File: src/rtl/signal_bar_scheduler.sv
// Paints NUM_BARS status bars through a shared rectangle drawer, redrawing only
// bars whose synchronised input changed (or all of them on draw_all).
module signal_bar_scheduler #(
    parameter int unsigned NUM_BARS     = 3,
    parameter int unsigned BARS_PER_COL = 2,
    parameter int unsigned X0           = 195,
    parameter int unsigned Y0           = 95,
    parameter int unsigned ROW_PITCH    = 49,
    parameter int unsigned COL_PITCH    = 175,
    parameter int unsigned BAR_W        = 75,
    parameter int unsigned BAR_H        = 10,
    parameter logic [2:0]  ON_COLOUR    = 3'b010,
    parameter logic [2:0]  OFF_COLOUR   = 3'b100,
    parameter int unsigned XW           = 10,
    parameter int unsigned YW           = 9
) (
    input  logic                clk,
    input  logic                resetn,
    input  logic [NUM_BARS-1:0] signals,
    input  logic                draw_all,
    input  logic                auto_en,
    output logic                rect_start,
    input  logic                rect_done,
    output logic [XW-1:0]       rect_x,
    output logic [YW-1:0]       rect_y,
    output logic [9:0]          rect_w,
    output logic [9:0]          rect_h,
    output logic [2:0]          rect_colour,
    output logic                busy,
    output logic                pass_done
);

    localparam int unsigned PW = (NUM_BARS > 1) ? $clog2(NUM_BARS) : 1;

    typedef enum logic [1:0] {IDLE, SCAN, ISSUE, WAIT} state_t;

    state_t              state, state_next;
    logic [NUM_BARS-1:0] sync_meta, sig_s;
    logic [NUM_BARS-1:0] shown, shown_eff;
    logic [NUM_BARS-1:0] dirty, dirty_next, set_vec;
    logic [1:0]          primed;
    logic [PW-1:0]       ptr, ptr_next, ptr_inc;
    logic                issue_val;
    logic [XW-1:0]       x_tab [NUM_BARS];
    logic [YW-1:0]       y_tab [NUM_BARS];

    for (genvar g = 0; g < NUM_BARS; g++) begin : g_geom
        localparam int unsigned GX = X0 + (g / BARS_PER_COL) * COL_PITCH;
        localparam int unsigned GY = Y0 + (g % BARS_PER_COL) * ROW_PITCH;
        assign x_tab[g] = XW'(GX);
        assign y_tab[g] = YW'(GY);
    end

    assign rect_w = 10'(BAR_W);
    assign rect_h = 10'(BAR_H);

    // shown records the value whose colour was actually issued, and the dirty
    // compare sees that update in the ISSUE cycle, so a bar is neither
    // redrawn twice nor left stale if its input moves between SCAN and ISSUE.
    always_comb begin
        ptr_inc   = (ptr == PW'(NUM_BARS - 1)) ? '0 : ptr + PW'(1);
        shown_eff = shown;
        if (state == ISSUE) shown_eff[ptr] = issue_val;
        set_vec    = {NUM_BARS{draw_all}} | ({NUM_BARS{auto_en}} & (sig_s ^ shown_eff));
        dirty_next = dirty;
        if (state == ISSUE) dirty_next[ptr] = 1'b0;
        dirty_next = dirty_next | set_vec;
    end

    always_comb begin
        state_next = state;
        ptr_next   = ptr;
        case (state)
            IDLE: begin
                // primed holds off the first pass until the synchroniser carries real inputs
                if (primed[1] && (|dirty)) state_next = SCAN;
            end
            SCAN: begin
                if (~|dirty)          state_next = IDLE;
                else if (dirty[ptr])  state_next = ISSUE;
                else                  ptr_next   = ptr_inc;
            end
            ISSUE: state_next = WAIT;
            WAIT: begin
                if (rect_done) begin
                    ptr_next   = ptr_inc;
                    state_next = (|dirty_next) ? SCAN : IDLE;
                end
            end
            default: state_next = IDLE;
        endcase
    end

    always_ff @(posedge clk) begin
        if (!resetn) state <= IDLE;
        else         state <= state_next;
    end

    always_ff @(posedge clk) begin
        if (!resetn) begin
            sync_meta   <= '0;
            sig_s       <= '0;
            primed      <= '0;
            ptr         <= '0;
            shown       <= '0;
            dirty       <= '1;
            issue_val   <= 1'b0;
            rect_start  <= 1'b0;
            rect_x      <= '0;
            rect_y      <= '0;
            rect_colour <= '0;
            busy        <= 1'b0;
            pass_done   <= 1'b0;
        end else begin
            sync_meta  <= signals;
            sig_s      <= sync_meta;
            primed     <= {primed[0], 1'b1};
            ptr        <= ptr_next;
            shown      <= shown_eff;
            dirty      <= dirty_next;
            rect_start <= (state_next == ISSUE);
            busy       <= (state_next != IDLE);
            pass_done  <= (state == WAIT) && (state_next == IDLE);
            if (state_next == ISSUE) begin
                rect_x      <= x_tab[ptr];
                rect_y      <= y_tab[ptr];
                rect_colour <= sig_s[ptr] ? ON_COLOUR : OFF_COLOUR;
                issue_val   <= sig_s[ptr];
            end
        end
    end

endmodule

File: config.mk
export PLATFORM = sky130hd
export DESIGN_NAME = signal_bar_scheduler
export DESIGN_NICKNAME = d
export VERILOG_FILES = /design/src/rtl/signal_bar_scheduler.sv
export SDC_FILE = /design/constraint.sdc
export NUM_CORES = 1
export LEC_CHECK = 0
export BUFFER_PORTS_ARGS = -buffer_cell sky130_fd_sc_hd__buf_4
export CORE_ASPECT_RATIO = 0.9
export CORE_MARGIN = 4
export CORE_UTILIZATION = 44
export DETAILED_ROUTE_END_ITERATION = 16
export GPL_ROUTABILITY_DRIVEN = 0
export PLACE_DENSITY = 0.81
export SLEW_MARGIN = 20
export SYNTH_ARGS = -nofsm -noshare
export SYNTH_HDL_FRONTEND = slang
export SYNTH_SLANG_ARGS = --single-unit
File: constraint.sdc
create_clock -name clk -period 1.6 [get_ports clk]
set_input_delay 0.16 -clock clk [delete_from_list [all_inputs] [get_ports clk]]
set_output_delay 0.16 -clock clk [all_outputs]
set_load 0.01 [all_outputs]
Word level (Yosys, flattened, before mapping)
Cells that the tools add are included.
{"block": "classes", "n_lt_le_gt_ge": 3, "multipliers": 0, "n_eq_ne": 8, "reduce_logical": 10, "muxes": 28, "addsub": 1, "bitwise_logic": 7, "shift": 0, "div_mod_pow": 0}
{"op": "10-bit binary-select mux with 2-bit select", "count": 1}
{"op": "10-bit 2-to-1 mux", "count": 2}
{"op": "9-bit binary-select mux with 2-bit select", "count": 1}
{"op": "9-bit 2-to-1 mux", "count": 2}
{"op": "2-bit 2-to-1 mux", "count": 8}
{"op": "3-bit 2-to-1 mux", "count": 3}
{"op": "2-bit == test (second input constant)", "count": 4}
{"op": "2-bit case mux with 4 select lines", "count": 1}
{"op": "3-bit bitwise AND", "count": 2}
{"op": "2-bit != test (second input constant)", "count": 3}
{"op": "3-bit OR", "count": 2}
{"op": "3-bit OR reduction", "count": 2}
{"op": "1-bit 2-to-1 mux", "count": 5}
{"op": "1-bit binary-select mux with 2-bit select", "count": 2}
{"op": "2-bit logical NOT", "count": 2}
{"op": "2-bit case mux with 2 select lines", "count": 1}
{"op": "4-bit AND reduction", "count": 1}
{"op": "2-bit nonzero test", "count": 2}
{"op": "3-bit bitwise mux", "count": 1}
{"op": "3-bit greater-or-equal comparator (second input constant)", "count": 1}
{"op": "1-bit logical AND", "count": 3}
{"op": "2-bit by 3-bit < comparator with 1-bit output (second input constant)", "count": 1}
{"op": "2-bit NOT with 3-bit output", "count": 1}
{"op": "3-bit NOT", "count": 1}
{"op": "5 further kinds", "count": 5}
{"block": "totals", "rom_bits": 0, "elab_cells": 72, "latchBits": 0, "reg_bits": 44, "memories": 0, "ram_bits": 0}

Longest topological paths before layout
Gate-level depths: netlist (run 1).
{"block": "logic_depth", "ltp_word": 16, "mapped_depth": 6, "ltp_nobuf": 5}

Worst setup path before layout (run 1)
No wires, ideal clock.
{"block": "synth_timing", "kind": "reg-to-reg", "from": "reg ptr[1]", "to": "reg state[0]", "arrival_time_ns": 1.472, "path_slack_ns": -0.005, "path_stages_with_launch": 7, "required_time_ns": 1.468, "path_cell_list": "dfxtp_1 buf_6 or4b_4 o211ai_2 nand3_2 o31ai_2 a21oi_1"}
{"block": "synth_between", "elab_chain_len": 14, "elab_cells_between_ends": 22}
{"item": "start, declared", "line": "42", "rtl": "logic [PW-1:0] ptr, ptr_next, ptr_inc;"}
{"item": "start signal, assigned", "line": "118", "rtl": "ptr <= ptr_next;"}
{"item": "2-bit by 3-bit < comparator with 1-bit output (not written as such) / 2-bit by 1-bit greater-or-equal comparator with 1-bit output (equally long branches)", "line": "63, 66"}
{"item": "1-bit logical AND (not written as such)", "line": "63, 66"}
{"item": "1-bit 2-to-1 mux (not written as such)", "line": "63, 66"}
{"item": "1-bit demux with 2-bit select", "line": "63, 66"}
{"item": "3-bit bitwise mux", "line": "63", "rtl": "if (state == ISSUE) shown_eff[ptr] = issue_val;"}
{"item": "3-bit 2-to-1 mux", "line": "63"}
{"item": "3-bit XOR", "line": "64", "rtl": "set_vec = {NUM_BARS{draw_all}} | ({NUM_BARS{auto_en}} & (sig_s ^ shown_eff));"}
{"item": "3-bit bitwise AND", "line": "64"}
{"item": "3-bit OR", "line": "64"}
{"item": "3-bit OR", "line": "67", "rtl": "dirty_next = dirty_next | set_vec;"}
{"item": "3-bit OR reduction", "line": "87", "rtl": "state_next = (|dirty_next) ? SCAN : IDLE;"}
{"item": "1-bit 2-to-1 mux", "line": "87"}
{"item": "2-bit 2-to-1 mux", "line": "85", "rtl": "if (rect_done) begin"}
{"item": "2-bit case mux with 4 select lines (*)", "line": "73", "rtl": "case (state)"}
{"item": "end signal, assigned", "line": "96", "rtl": "else state <= state_next;"}
{"item": "end, declared", "line": "37", "rtl": "state_t state, state_next;"}
Mark *: on every way between the ends. The rest lies on a longest branch, timed or not. The select of a mux whose other input is x is not followed.
A chain may end at the register's enable or synchronous reset.

Final worst setup path (run 1)
{"block": "layout_timing", "from": "reg ptr[0]", "to": "reg state[0]"}
The elaborated chain is that of the path after synthesis.

==> flow_metrics.tcl, run 1 <==
set metrics [dict create \
    outcome "finished, violations left" \
    violations "negative setup slack" \
    synth_area_leader_cell "dfxtp_1" \
    insertion_delay_ps 270 \
    cp_max_fo 8 \
    final-hold-violation-count 0 \
    finalSetupTns_ps -53.8 \
    synth-edff-count 0 \
    synth_seq_cells 28 \
    drive_gt1_share_pct 28.1 \
    grt_max_degree 17 \
    power.share.combinational_pct 23.1 \
    hpwl_mm 2.23 \
    overflow 0 \
    drtIter0Drc 55 \
    hold_path.class "input port to register" \
    cts_hold_buf 0 \
    ys_seq_area_share_pct 37.6 \
    wl_per_cell_um 12.4 \
    seqPwrFrac_pct 45.7 \
    root_buffer "clkbuf_8" \
    power_density_nw_per_um2 1010 \
    rr_startpoint "ptr[0]" \
    synth.area.top_cells "dfxtp_1 (38%), buf_4 (18%), nor2b_1 (4.2%), nand2_1 (3.5%), a21oi_1 (3.4%)" \
    critPathKind "register to register" \
    sw_frac_of_total_pct 26.5 \
    synth.most_common_cell "buf_4" \
    routed_wl_mm 2.95 \
    start_kind "register" \
    port-buffer-count 26 \
    period_share_pct 102 \
    rsz0062_at_grt "true" \
    fin_skew_ps 4.67 \
    fp.dieW_um 69.3 \
    reg2regPathDepth 5 \
    fillerInstances 296 \
    cts.htree.levels 1 \
    multi_input_area_um2 711 \
    maxCapViolations 0 \
    synthTopCellsByCount "buf_4 (36), dfxtp_1 (28), nand2_1 (14)" \
    setup-violations-final 2 \
    cts.path.max_buffers 2 \
    static-leakage-power_nw 0.782 \
    syn_inst 171 \
    clk_pin_slew_worst_paths_ps 90 \
    dr.pass1.iters 4 \
    synth_top_area_share_pct 37.6 \
    syn_avg_cell_area_um2 8.71 \
    postCtsSetupRepairBufs 0 \
    cts_buffers 3 \
    worstReg2RegEnd "state[0]" \
    antenna_found_initial 0 \
    hold_ws_ps 79.1 \
    cts_tree "done" \
    internal_power_mw 1.27 \
    yosysUniqueCellTypes 40 \
    vias_per_cell 4.74 \
    required_ps 1750 \
    hold_depth 1 \
    maxSlewViolCount 0 \
    timing.final.ws_setup_ps -27.7 \
    ys_warn_count 0 \
    reg2reg_slack_ps -30 \
    row_count 19 \
    clkSinkCount 28 \
    min_to "primed[0]" \
    clock_power_share_pct 31.2 \
    dr_total_vias 1129 \
    grt_first_pass_wirelength_mm 4.73 \
    arrival_ps 1780 \
    grt_pass1_vias 1018 \
    grt_usage_pct 13.0 \
    async_flop_share_pct 0 \
    antennaDiodeCount 0 \
    area_growth_pct 15.5 \
    synth_flop_cell "dfxtp_1" \
    dieArea_um2 4380 \
    max_freq_ghz 0.614 \
    core_area_um2 3160 \
    vdd_ir_drop_max_v 0.000705 \
    hold_start "resetn" \
    drc 0 \
    period_needed_ps 1630 \
    end_kind "register" \
    start_util_pct 47.1 \
    layout.nets 205 \
    post-place-ws_ps -76.2 \
    pin_count 53 \
    syn-cell-area_um2 1490 \
    seqCellArea_um2 567 \
    fp.dieH_um 63.2 \
    ant_nets 0 \
    p_sw_mw 0.460 \
]
[placed cells by master (no fill, tap or decap), types with 2 or more instances in the layout]
cell type / Yosys / final
a211oi_1: 2 / 2
a21oi_1: 10 / 10
and2_1: 7 / 7
and4bb_1: 2 / 2
buf_4: 36 / 41
clkbuf_8: 0 / 3
conb_1: 2 / 26
dfxtp_1: 28 / 25
dfxtp_2: 0 / 2
inv_1: 3 / 3
mux2i_1: 3 / 3
nand2_1: 14 / 14
nand3_1: 4 / 3
nand3_2: 1 / 2
nand3b_1: 2 / 2
nand4_1: 2 / 2
nor2_1: 8 / 8
nor2b_1: 10 / 10
o211a_1: 2 / 2
o211ai_1: 4 / 4
o21ai_0: 5 / 4
xor2_1: 2 / 2
[worst max path at each step]
stage	startpoint	to	slack, ps	depth (start not counted)
detailed placement	ptr[1]	ptr[0]	-80	5
CTS	ptr[1]	ptr[0]	-20	5
floorplan	ptr[1]	state[0]	-5	6
global placement	ptr[1]	ptr[0]	-30	5
finish	ptr[0]	state[0]	-30	5
global route	ptr[1]	ptr[0]	-100	5
[stage by stage]
| step | cells | area [µm²] | utilization [%] | power, mW |
|---|---|---|---|---|
| after global placement | 234 | 1630 | 51.5 | 1.19 |
| after CTS | 238 | 1720 | 54.3 | 1.75 |
| final | 238 | 1720 | 54.4 | 1.73 |
| after floorplan | 195 | 1580 | - | 1.11 |
| after detailed placement | 234 | 1630 | 51.5 | 1.20 |
| after global routing | 238 | 1720 | 54.4 | 1.83 |
[per-layer routing]
layer / track usage, % / vias up / part of all wire (%)
met5: 0 / - / 0
met4: 1.46 / 0 / 0.24
met3: 3.66 / 2 / 7.9
met2: 21.1 / 42 / 47
met1: 17.8 / 518 / 45
li1: - / 567 / -
[cells by family after synthesis]
kind of cell              synth area share, %
other                                   0.504
xor gates and xnor gates                 1.18
muxes                                    2.02
buffers and inverters                    21.7
DFF                                      37.6
and+or+nand+nor                          23.6
AOI/OAI and AO/OA                        13.4
[registers in the layout, indices dropped and copies added, names as in the netlist, 2 cells and up]
signal       cells
sig_s            3
rect_y           2
primed           2
state            2
rect_x           3
dirty            3
sync_meta        3
ptr              2
shown            3
rect_colour      2
[power groups by stage]
stage	sequential (mW)	combinational [mW]	clock [mW]
2_1_floorplan	0.802	0.307	0
3_3_place_gp	0.806	0.385	0
3_5_place_dp	0.808	0.390	0
4_1_cts	0.792	0.399	0.563
5_1_grt	0.802	0.436	0.594
6_report	0.793	0.401	0.540
[critical path: stages (launching register included)]
cell      delay (ps)
dfxtp_2          370
or4b_4           570
o211ai_2         100
nand3_2          120
o31ai_4          260
a21oi_1           90
[layout make-up]
class / instances / area share [%]
flip-flops and latches: 28 / 32.9
well taps: 42 / 3.05
clock buffers: 3 / 2.40
multi-input cells: 120 / 41.3
repair buffers: 41 / 17.9
inverters: 3 / 0.655
clock inverters: 1 / 1.75
[repair_timing]
item                                    in CTS  in global routing
endpoints found under the setup margin       8                  8
pin swaps                                    0                  1
gates resized for setup                      6                  2
No activity file was read; power rests on OpenSTA's default activity.
==> run 2, diff against run 1 <==
CELL_PAD_IN_SITES_DETAIL_PLACEMENT = 2   (was default)
CELL_PAD_IN_SITES_GLOBAL_PLACEMENT = 2   (was default)
CORE_UTILIZATION = 25   (was 44)
==> flow_metrics.tcl, run 2 (synthesis gave the netlist of run 1 again) <==
set metrics [dict create \
    internal_power_mw 1.31 \
    layout.nets 216 \
    fin_skew_ps 1.42 \
    required_ps 1770 \
    cts_tree "done" \
    fp.dieH_um 81.2 \
    utilization_pct 33.0 \
    finalSetupTns_ps -239 \
    post-place-ws_ps -121 \
    ant_nets 0 \
    outcome "finished, violations left" \
    port-buffer-count 26 \
    instances_no_fill 277 \
    grt_max_degree 17 \
    sw_frac_of_total_pct 29.0 \
    cp_max_fo 5 \
    start_util_pct 26.0 \
    dr.pass1.iters 4 \
    p_sw_mw 0.536 \
    area_growth_pct 27.1 \
    clock_power_share_pct 31.3 \
    clk_pin_slew_worst_paths_ps 100 \
    insertion_delay_ps 280 \
    cts_buffers 3 \
    overflow 0 \
    arrival_ps 1860 \
    drive_gt1_share_pct 35.7 \
    power_density_nw_per_um2 975 \
    final-hold-violation-count 0 \
    drtIter0Drc 29 \
    hold_path.class "input port to register" \
    period_share_pct 105 \
    root_buffer "clkbuf_8" \
    crit_chain "or4b_4, o211ai_4, nand3_4, o31ai_4, a21oi_1" \
    cts.htree.levels 1 \
    clkSinkCount 28 \
    critPathKind "register to register" \
    rsz0062_at_grt "true" \
    fillerInstances 659 \
    setup-violations-final 3 \
    row_count 26 \
    drc 0 \
    power.share.combinational_pct 25.7 \
    pin_count 53 \
    antenna_found_initial 0 \
    wl_per_cell_um 15.5 \
    grt_pass1_vias 1369 \
    final_common_cell "buf_4" \
    maxSlewViolCount 0 \
    final_cell_mix "buf_4 (52), conb_1 (26), dfxtp_1 (24)" \
    end_kind "register" \
    dp_cells 268 \
    power_mw 1.85 \
    grt_first_pass_wirelength_mm 6.87 \
    seqPwrFrac_pct 43.0 \
    slowest_stage "or4b_4" \
    cts.path.max_buffers 2 \
    core_area_um2 5730 \
    dieArea_um2 7260 \
    dr_total_vias 1205 \
    seqCellArea_um2 571 \
    vias_per_cell 4.35 \
    grt_usage_pct 12.3 \
    static-leakage-power_nw 0.845 \
    maxCapViolations 0 \
    period_needed_ps 1680 \
    vdd_ir_drop_max_v 0.000414 \
    routed_wl_mm 4.30 \
    start_kind "register" \
    timing.final.ws_setup_ps -83.2 \
    critPathMaxStageDelay_ps 580 \
    multi_input_area_um2 761 \
    violations "negative setup slack" \
    max_freq_ghz 0.594 \
    hpwl_mm 3.22 \
    antennaDiodeCount 0 \
    fp.dieW_um 89.3 \
]
run 2: cell count changes in the layout (fill, tap and decap cells not counted), sizes merged:
cell / previous run / this run
buf: 41 / 52
run 2: path summary, 6_finish.rpt:
check | slack [ps] | endpoint | cells after the start | start
min | 80 | sync_meta[1] | 2 | signals[1]
max reg2reg | -80 | state[0] | 5 | ptr[0]
min reg2reg | 440 | primed[1] | 1 | primed[0]
max | -80 | state[0] | 5 | ptr[0]
run 2: metrics by stage:
stage | hold slack, ps | area (µm²)
floorplan | 188 | 1580
global placement | 373 | 1710
detailed placement | 377 | 1710
CTS | 77.3 | 1820
global route | 71.8 | 1890
finish | 78.7 | 1890
run 2: power by group through the flow:
stage               clock [mW]  sequential (mW)  combinational [mW]
floorplan                    0            0.802               0.307
global placement             0            0.807               0.419
detailed placement           0            0.811               0.430
CTS                      0.593            0.795               0.446
global route             0.633            0.805               0.521
finish                   0.577            0.794               0.475
run 2: cell type report:
cell class,instances,share of cell area [%]
Clock buffer,3,2.18
Clock inverter,1,1.59
Inverter,3,0.595
Multi-Input combinational cell,120,40.2
Sequential cell,28,30.2
Tap cell,70,4.63
Timing Repair Buffer,52,20.6
run 2: critical path: cells and delay by family, from the launching register on:
family | cells | cell delay [ps]
simple gates | 2 | 710
compound gates | 3 | 490
flops | 1 | 370
run 2: per-layer routing:
metal	share of wire, %	routed length [µm]	vias to the layer above	GRT usage, %
met5	0	0	-	0
met4	0	0	0	1.34
met3	4.2	181	0	2.84
met2	51	2200	31	21.6
met1	45	1910	586	15.6
li1	-	-	588	-
run 2: repair_timing:
action | 4_1_cts | 5_1_grt
resized for setup | 8 | 13
hold buffers | 0 | 0
setup buffers | 2 | 3
setup endpoints to repair | 10 | 10
pin swaps | 1 | 5
